[config.mk]
export PLATFORM = sky130hd
export DESIGN_NAME = load_store_unit
export DESIGN_NICKNAME = d
export VERILOG_FILES = /design/src/rtl/load_store_unit_pkg.sv /design/src/rtl/load_store_unit.sv
export SDC_FILE = /design/constraint.sdc
export NUM_CORES = 1
export LEC_CHECK = 0
export ABC_AREA = 1
export CAP_MARGIN = 20
export CORE_MARGIN = 2
export CORE_UTILIZATION = 43
export CTS_CLUSTER_DIAMETER = 40
export DETAILED_ROUTE_END_ITERATION = 16
export GPL_TIMING_DRIVEN = 0
export PLACE_DENSITY = 0.81
export SKIP_LAST_GASP = 1
export SYNTH_ARGS = -nofsm -noshare
export SYNTH_HDL_FRONTEND = slang
export SYNTH_SLANG_ARGS = --single-unit
export TNS_END_PERCENT = 50
[constraint.sdc]
create_clock -name clk -period 5.2 [get_ports clk]
set_clock_uncertainty 0.05 [all_clocks]
set_input_delay 1.3 -clock clk [delete_from_list [all_inputs] [get_ports clk]]
set_output_delay 1.3 -clock clk [all_outputs]
set_load 0.05 [all_outputs]
[src/rtl/load_store_unit_pkg.sv]
// Shared codes and helpers for the load/store unit: access size/sign codes,
// response error codes, FSM states, alignment and data shaping functions.
package load_store_unit_pkg;

  localparam logic [2:0] LOAD_BYTE   = 3'b000;
  localparam logic [2:0] LOAD_HALF   = 3'b001;
  localparam logic [2:0] LOAD_WORD   = 3'b010;
  localparam logic [2:0] LOAD_BYTE_U = 3'b100;
  localparam logic [2:0] LOAD_HALF_U = 3'b101;

  localparam logic [1:0] LSU_ERR_NONE          = 2'd0;
  localparam logic [1:0] LSU_ERR_MISALIGNED    = 2'd1;
  localparam logic [1:0] LSU_ERR_ILLEGAL_READ  = 2'd2;
  localparam logic [1:0] LSU_ERR_ILLEGAL_WRITE = 2'd3;

  typedef enum logic [1:0] {
    LSU_IDLE  = 2'd0,
    LSU_ISSUE = 2'd1,
    LSU_RESP  = 2'd2
  } lsu_state_t;

  // Access width comes from size[1:0]; bit 2 only selects unsigned extension.
  function automatic logic is_misaligned(input logic [2:0] size, input logic [31:0] ea);
    logic r;
    case (size[1:0])
      2'b00:   r = 1'b0;
      2'b01:   r = ea[0];
      default: r = (ea[1:0] != 2'b00);
    endcase
    return r;
  endfunction

  function automatic logic [31:0] extend_load(input logic [2:0] size, input logic [31:0] d);
    logic [31:0] r;
    case (size)
      LOAD_BYTE:   r = {{24{d[7]}}, d[7:0]};
      LOAD_HALF:   r = {{16{d[15]}}, d[15:0]};
      LOAD_BYTE_U: r = {24'h0, d[7:0]};
      LOAD_HALF_U: r = {16'h0, d[15:0]};
      default:     r = d;
    endcase
    return r;
  endfunction

  function automatic logic [31:0] mask_store(input logic [2:0] size, input logic [31:0] d);
    logic [31:0] r;
    case (size[1:0])
      2'b00:   r = {24'h0, d[7:0]};
      2'b01:   r = {16'h0, d[15:0]};
      default: r = d;
    endcase
    return r;
  endfunction

endpackage

[src/rtl/load_store_unit.sv]
// Single-outstanding load/store sequencer between execute and memory.
// Optional LSU_PERF_COUNT_EN adds perf_loads/perf_stores/perf_errors counters.
//
// state     | meaning
// LSU_IDLE  | ready for a request; misaligned requests go straight to RESP
// LSU_ISSUE | one cycle driving memory; load data / fault captured at its end
// LSU_RESP  | response held until resp_ready
module load_store_unit
  import load_store_unit_pkg::*;
(
  input  logic        clk,
  input  logic        reset,
  input  logic        req_valid,
  output logic        req_ready,
  input  logic        req_is_store,
  input  logic [2:0]  req_size_and_sign,
  input  logic [31:0] req_base,
  input  logic [31:0] req_offset,
  input  logic [31:0] req_store_data,
  output logic        resp_valid,
  input  logic        resp_ready,
  output logic [31:0] resp_load_data,
  output logic [1:0]  resp_error,
  output logic [31:0] resp_address,
  output logic [31:0] mem_read_address,
  output logic [31:0] mem_write_address,
  output logic [31:0] mem_write_data,
  output logic        mem_write_enable,
  output logic [2:0]  mem_size_and_sign,
  input  logic [31:0] mem_read_data,
  input  logic        mem_illegal_read_address,
  input  logic        mem_illegal_write_address
`ifdef LSU_PERF_COUNT_EN
  ,
  output logic [31:0] perf_loads,
  output logic [31:0] perf_stores,
  output logic [31:0] perf_errors
`endif
);

  lsu_state_t  state, state_next;
  logic [31:0] ea;
  logic [31:0] ea_q;
  logic [31:0] store_data_q;
  logic [2:0]  size_q;
  logic        is_store_q;
  logic        accept;
  logic        misaligned;
  logic        resp_done;

  assign ea         = req_base + req_offset;
  assign misaligned = is_misaligned(req_size_and_sign, ea);
  assign accept     = req_valid && (state == LSU_IDLE);
  assign resp_done  = (state == LSU_RESP) && resp_ready;

  always_ff @(posedge clk or posedge reset) begin
    if (reset) state <= LSU_IDLE;
    else       state <= state_next;
  end

  always_comb begin
    state_next       = state;
    req_ready        = 1'b0;
    resp_valid       = 1'b0;
    mem_write_enable = 1'b0;
    case (state)
      LSU_IDLE: begin
        req_ready = 1'b1;
        if (req_valid) state_next = misaligned ? LSU_RESP : LSU_ISSUE;
      end
      LSU_ISSUE: begin
        // Gated combinationally so an illegal store never pulses the write strobe.
        mem_write_enable = is_store_q && !mem_illegal_write_address;
        state_next       = LSU_RESP;
      end
      LSU_RESP: begin
        resp_valid = 1'b1;
        if (resp_ready) state_next = LSU_IDLE;
      end
      default: state_next = LSU_IDLE;
    endcase
  end

  always_ff @(posedge clk or posedge reset) begin
    if (reset) begin
      ea_q           <= 32'h0;
      store_data_q   <= 32'h0;
      size_q         <= 3'h0;
      is_store_q     <= 1'b0;
      resp_load_data <= 32'h0;
      resp_error     <= LSU_ERR_NONE;
      resp_address   <= 32'h0;
    end else if (accept) begin
      ea_q           <= ea;
      store_data_q   <= mask_store(req_size_and_sign, req_store_data);
      size_q         <= req_size_and_sign;
      is_store_q     <= req_is_store;
      resp_load_data <= 32'h0;
      resp_error     <= misaligned ? LSU_ERR_MISALIGNED : LSU_ERR_NONE;
      resp_address   <= ea;
    end else if (state == LSU_ISSUE) begin
      if (is_store_q) begin
        resp_error <= mem_illegal_write_address ? LSU_ERR_ILLEGAL_WRITE : LSU_ERR_NONE;
      end else if (mem_illegal_read_address) begin
        resp_error     <= LSU_ERR_ILLEGAL_READ;
        resp_load_data <= 32'h0;
      end else begin
        resp_error     <= LSU_ERR_NONE;
        resp_load_data <= extend_load(size_q, mem_read_data);
      end
    end
  end

  assign mem_read_address  = ea_q;
  assign mem_write_address = ea_q;
  assign mem_write_data    = store_data_q;
  assign mem_size_and_sign = size_q;

`ifdef LSU_PERF_COUNT_EN
  // A faulting request is attributed only to perf_errors.
  always_ff @(posedge clk or posedge reset) begin
    if (reset) begin
      perf_loads  <= 32'h0;
      perf_stores <= 32'h0;
      perf_errors <= 32'h0;
    end else if (resp_done) begin
      if (resp_error != LSU_ERR_NONE) perf_errors <= perf_errors + 32'd1;
      else if (is_store_q)            perf_stores <= perf_stores + 32'd1;
      else                            perf_loads  <= perf_loads + 32'd1;
    end
  end
`endif

endmodule

# == Word-level counts from Yosys, hierarchy flattened ==
# Cells that the tools add are included.
# word_totals
elab_cells,47
register_bits,104
inputBits,138
output_inout_bits,168
# op_classes
n_reduce_logical,10
eq_ne,9
muxes,20
n_addsub,1
# op_table
op,count
$mux 32,4
$pmux 32 s4,1
$pmux 32 s2,1
$add 32x32->32,1
$mux 2,8
$eq 3x3->1 const B,2
$pmux 2 s3,1
$eq 2x1->1 const B,2
$logic_not 2->1,2
$mux 1,4
$ne 2x2->1 const B,2
$reduce_and 2->1,2
$reduce_bool 2->1,2
$eq 3x1->1 const B,1
$logic_not 3->1,1
$eq 2x2->1 const B,1
$logic_and 1x1->1,2
$ne 2x1->1 const B,1
$pmux 1 s2,1
$logic_not 1->1,1

# == Longest topological paths before layout ==
# depth
word_depth,6
mapped_depth,12
mapped_depth_nobuf,12

# == Worst setup path before layout ==
# OpenSTA, ideal clock, no wires.
# synth_timing
kind,input -> output
startpoint,in mem_illegal_write_address
endpoint,out mem_write_enable
path_stages,1
n_path_buf,0
t_required_ns,3.850
path_slack_ns,0.997
arrival_ns,2.853
cell_sequence,nor4_1
# synth_via
elab_chain_cells,3
# synth_rtl
element,line_no,text
start: declaration,load_store_unit.sv:32,input logic mem_illegal_write_address
$logic_not 1->1,load_store_unit.sv:73,mem_write_enable = is_store_q && !mem_illegal_write_address;
$logic_and 1x1->1,load_store_unit.sv:73,
$mux 1,load_store_unit.sv:66,case (state)
end: declaration,load_store_unit.sv:28,"output logic mem_write_enable,"
# Every way passes these cells.

# == Final worst setup path ==
# Ends and elaborated chain as after synthesis.

==> results.cfg <==
[synth]
synth_most_common_cell = nand2_1
synth_commonest_cells = nand2_1 (383), inv_1 (115), dfrtp_1 (104)
syn_nets = 1145
synth_flop_cell = dfrtp_1
yosysTopAreaCell = dfrtp_1
synth_top_cell_area_share_pct = 38.1
syn_inst = 975
ys_seq_elements = 104
yosysSeqAreaShare_pct = 38.1
avgSynthCellArea_um2 = 7.01
async_flop_share_pct = 100
synth_cell_types = 30
synth_enable_flop_cells = 0
yosysWarnings = 0
synthTopCellsByArea = dfrtp_1 (38%), nand2_1 (21%), buf_4 (7.0%)
synth_area_um2 = 6840

[worst_setup_path]
critPathMaxStageDelay_ps = 870
cpMaxStageDelayCell = clkdlybuf4s50_1
crit_chain = clkdlybuf4s50_1, nor4_1, clkdlybuf4s50_1
cpMostUsedCell = clkdlybuf4s50_1
critical_path_class = primary input to primary output
cp.arrival_ps = 2950
worstPathRequired_ps = 3850
critPathCaptureType = primary output
crit_path_max_fanout = 2
start_kind = primary input

[clock_tree]
cts_resized = 0
clk_pin_slew_ps = 70
clk_latency_ps = 340
cts_tree = built
post_cts_buffers = 0
cts_hold_buffers = 0
cts_buffers = 9
cts_buffer_depth = 2
clkSinkCount = 104
htreeDepth = 3
clockRootBuffer = clkbuf_16

[drt]
viasPerCell = 4.79
antenna_left = 0
drc = 0
wl_mm = 21.6
dr.pass1.iters = 5
dr_total_vias = 7240
wl_per_cell_um = 14.3
drt_iter0_drc = 359

[power_and_ir_drop]
power.density_nw_per_um2 = 657
vdd_drop_max_mv = 0.534
power_w = 0.00688
p_leak_nw = 5.31

[grt]
grt_pass1_wl_mm = 32.8
grt_overflow_total = 0
grt_max_degree = 58
grt_pass1_vias = 6649
grt_use_total_pct = 24.7
antenna_found_initial = 0

[timing]
setup_ws_ps = 904
hold_viol = 0
setup-violations-final = 0
tightest_slew_ps = 642
max_freq_ghz = 0.233
slew_viol_final = 0
rsz0062_at_grt = no
max_slew_margin_pct = 57.0
finalCriticalPeriod_ps = 4300
hold_slack_ps = 424
post-route-period-util_pct = 82.6

[hold_path]
holdCritPathClass = flip-flop to flip-flop

[floorplanning]
die_y_um = 130
dieWidth_um = 130
io-pin-count = 306
rows = 46
initial_core_util_pct = 43.5
core_um2 = 15700
die-area_um2 = 16900

[placement]
place_congestion = 0.921
place_area_um2 = 10200
io_buffers = 304
dp_hpwl_mm = 17.3
place_ws_ps = 913

[cells_and_area]
nNetsFinal = 1461
drive_gt1_share_pct = 7.88
fin_area_um2 = 10500
fillers = 1353
multi_input_area_um2 = 3230
ff_latch_area_um2 = 2600
area_delta_synth_final_pct = 53.3
num_antenna_cells = 0

[outcome]
status = completed

[job]
cap_violations = 0
-- final timing paths --
check | startpoint | endpoint | cells past startpoint | slack [ps]
min in group asynchronous | reset | resp_load_data[16] | 2 | 1350
max in group asynchronous | reset | state[0] | 3 | 3050
worst max-delay path | mem_illegal_write_address | mem_write_enable | 3 | 900
worst max register to register | mem_size_and_sign[1] | resp_load_data[21] | 6 | 3140
worst min-delay path | mem_write_data[1] | mem_write_data[1] | 2 | 420
worst min register to register | mem_write_data[1] | mem_write_data[1] | 2 | 420
-- layout make-up --
cell class | count | area share (%)
Multi-Input combinational cell | 668 | 30.8
Timing Repair Buffer | 305 | 29.3
Sequential cell | 104 | 24.8
Buffer | 85 | 5.42
Inverter | 118 | 4.25
Tap cell | 216 | 2.58
Clock buffer | 10 | 2.28
Clock inverter | 5 | 0.597
-- cells in the final DEF, fill, tap and decap left out, types with 29 or more instances in the layout --
| master | n |
|---|---|
| nand2_1 | 383 |
| clkdlybuf4s50_1 | 304 |
| inv_1 | 114 |
| dfrtp_1 | 104 |
| nand3_1 | 73 |
| buf_4 | 64 |
| nor2_1 | 60 |
| o21ai_0 | 35 |
| ha_1 | 31 |
| a21oi_1 | 29 |
-- sequential cells by signal, indices dropped and copies added (netlist names) --
| name | cells |
|---|---|
| is_store_q | 1 |
| mem_read_address | 32 |
| mem_size_and_sign | 3 |
| mem_write_data | 32 |
| resp_error | 2 |
| resp_load_data | 32 |
| state | 2 |
-- where the power goes --
part	internal, W	switching, W	total, W
clock network	0.000388	0.000318	0.000706
registers	0.00116	0.000300	0.00146
logic	0.00164	0.00307	0.00472
total	0.00319	0.00369	0.00688
-- worst max-delay path: cells and delay by family --
family | cells | cell delay (ps)
buffers and inverters | 2 | 1350
and+or+nand+nor | 1 | 290
-- cell families (layout without fill, tap and decap cells) --
| family | Yosys count | after routing | share of synthesized area [%] |
|---|---|---|---|
| buffers and inverters | 203 | 523 | 14.8 |
| AO/OA/AOI/OAI | 88 | 88 | 7.68 |
| adder cells (fa/ha/maj) | 32 | 32 | 5.96 |
| AND/OR/NAND/NOR | 532 | 532 | 31.5 |
| flip-flops | 104 | 104 | 38.1 |
| XOR/XNOR | 16 | 16 | 2.05 |
-- layer usage --
| layer | wire (um) | track usage [%] | up-vias | share of wire, % |
|---|---|---|---|---|
| met5 | 0 | 0 | - | 0 |
| met3 | 1720 | 4.06 | 36 | 8.0 |
| met2 | 10700 | 44.1 | 287 | 50 |
| met4 | 582 | 9.17 | 0 | 2.7 |
| met1 | 8600 | 29.8 | 3304 | 40 |
| li1 | - | - | 3613 | - |
-- stage by stage --
step | setup TNS [ps] | instances | util [%]
2_1_floorplan | 0 | 975 | -
3_3_place_gp | -51540 | 1495 | 64.6
3_5_place_dp | 0 | 1496 | 64.8
4_1_cts | 0 | 1511 | 66.7
5_1_grt | 0 | 1511 | 66.7
6_report | 0 | 1511 | 66.7
Power figures use the tool's default switching activity.
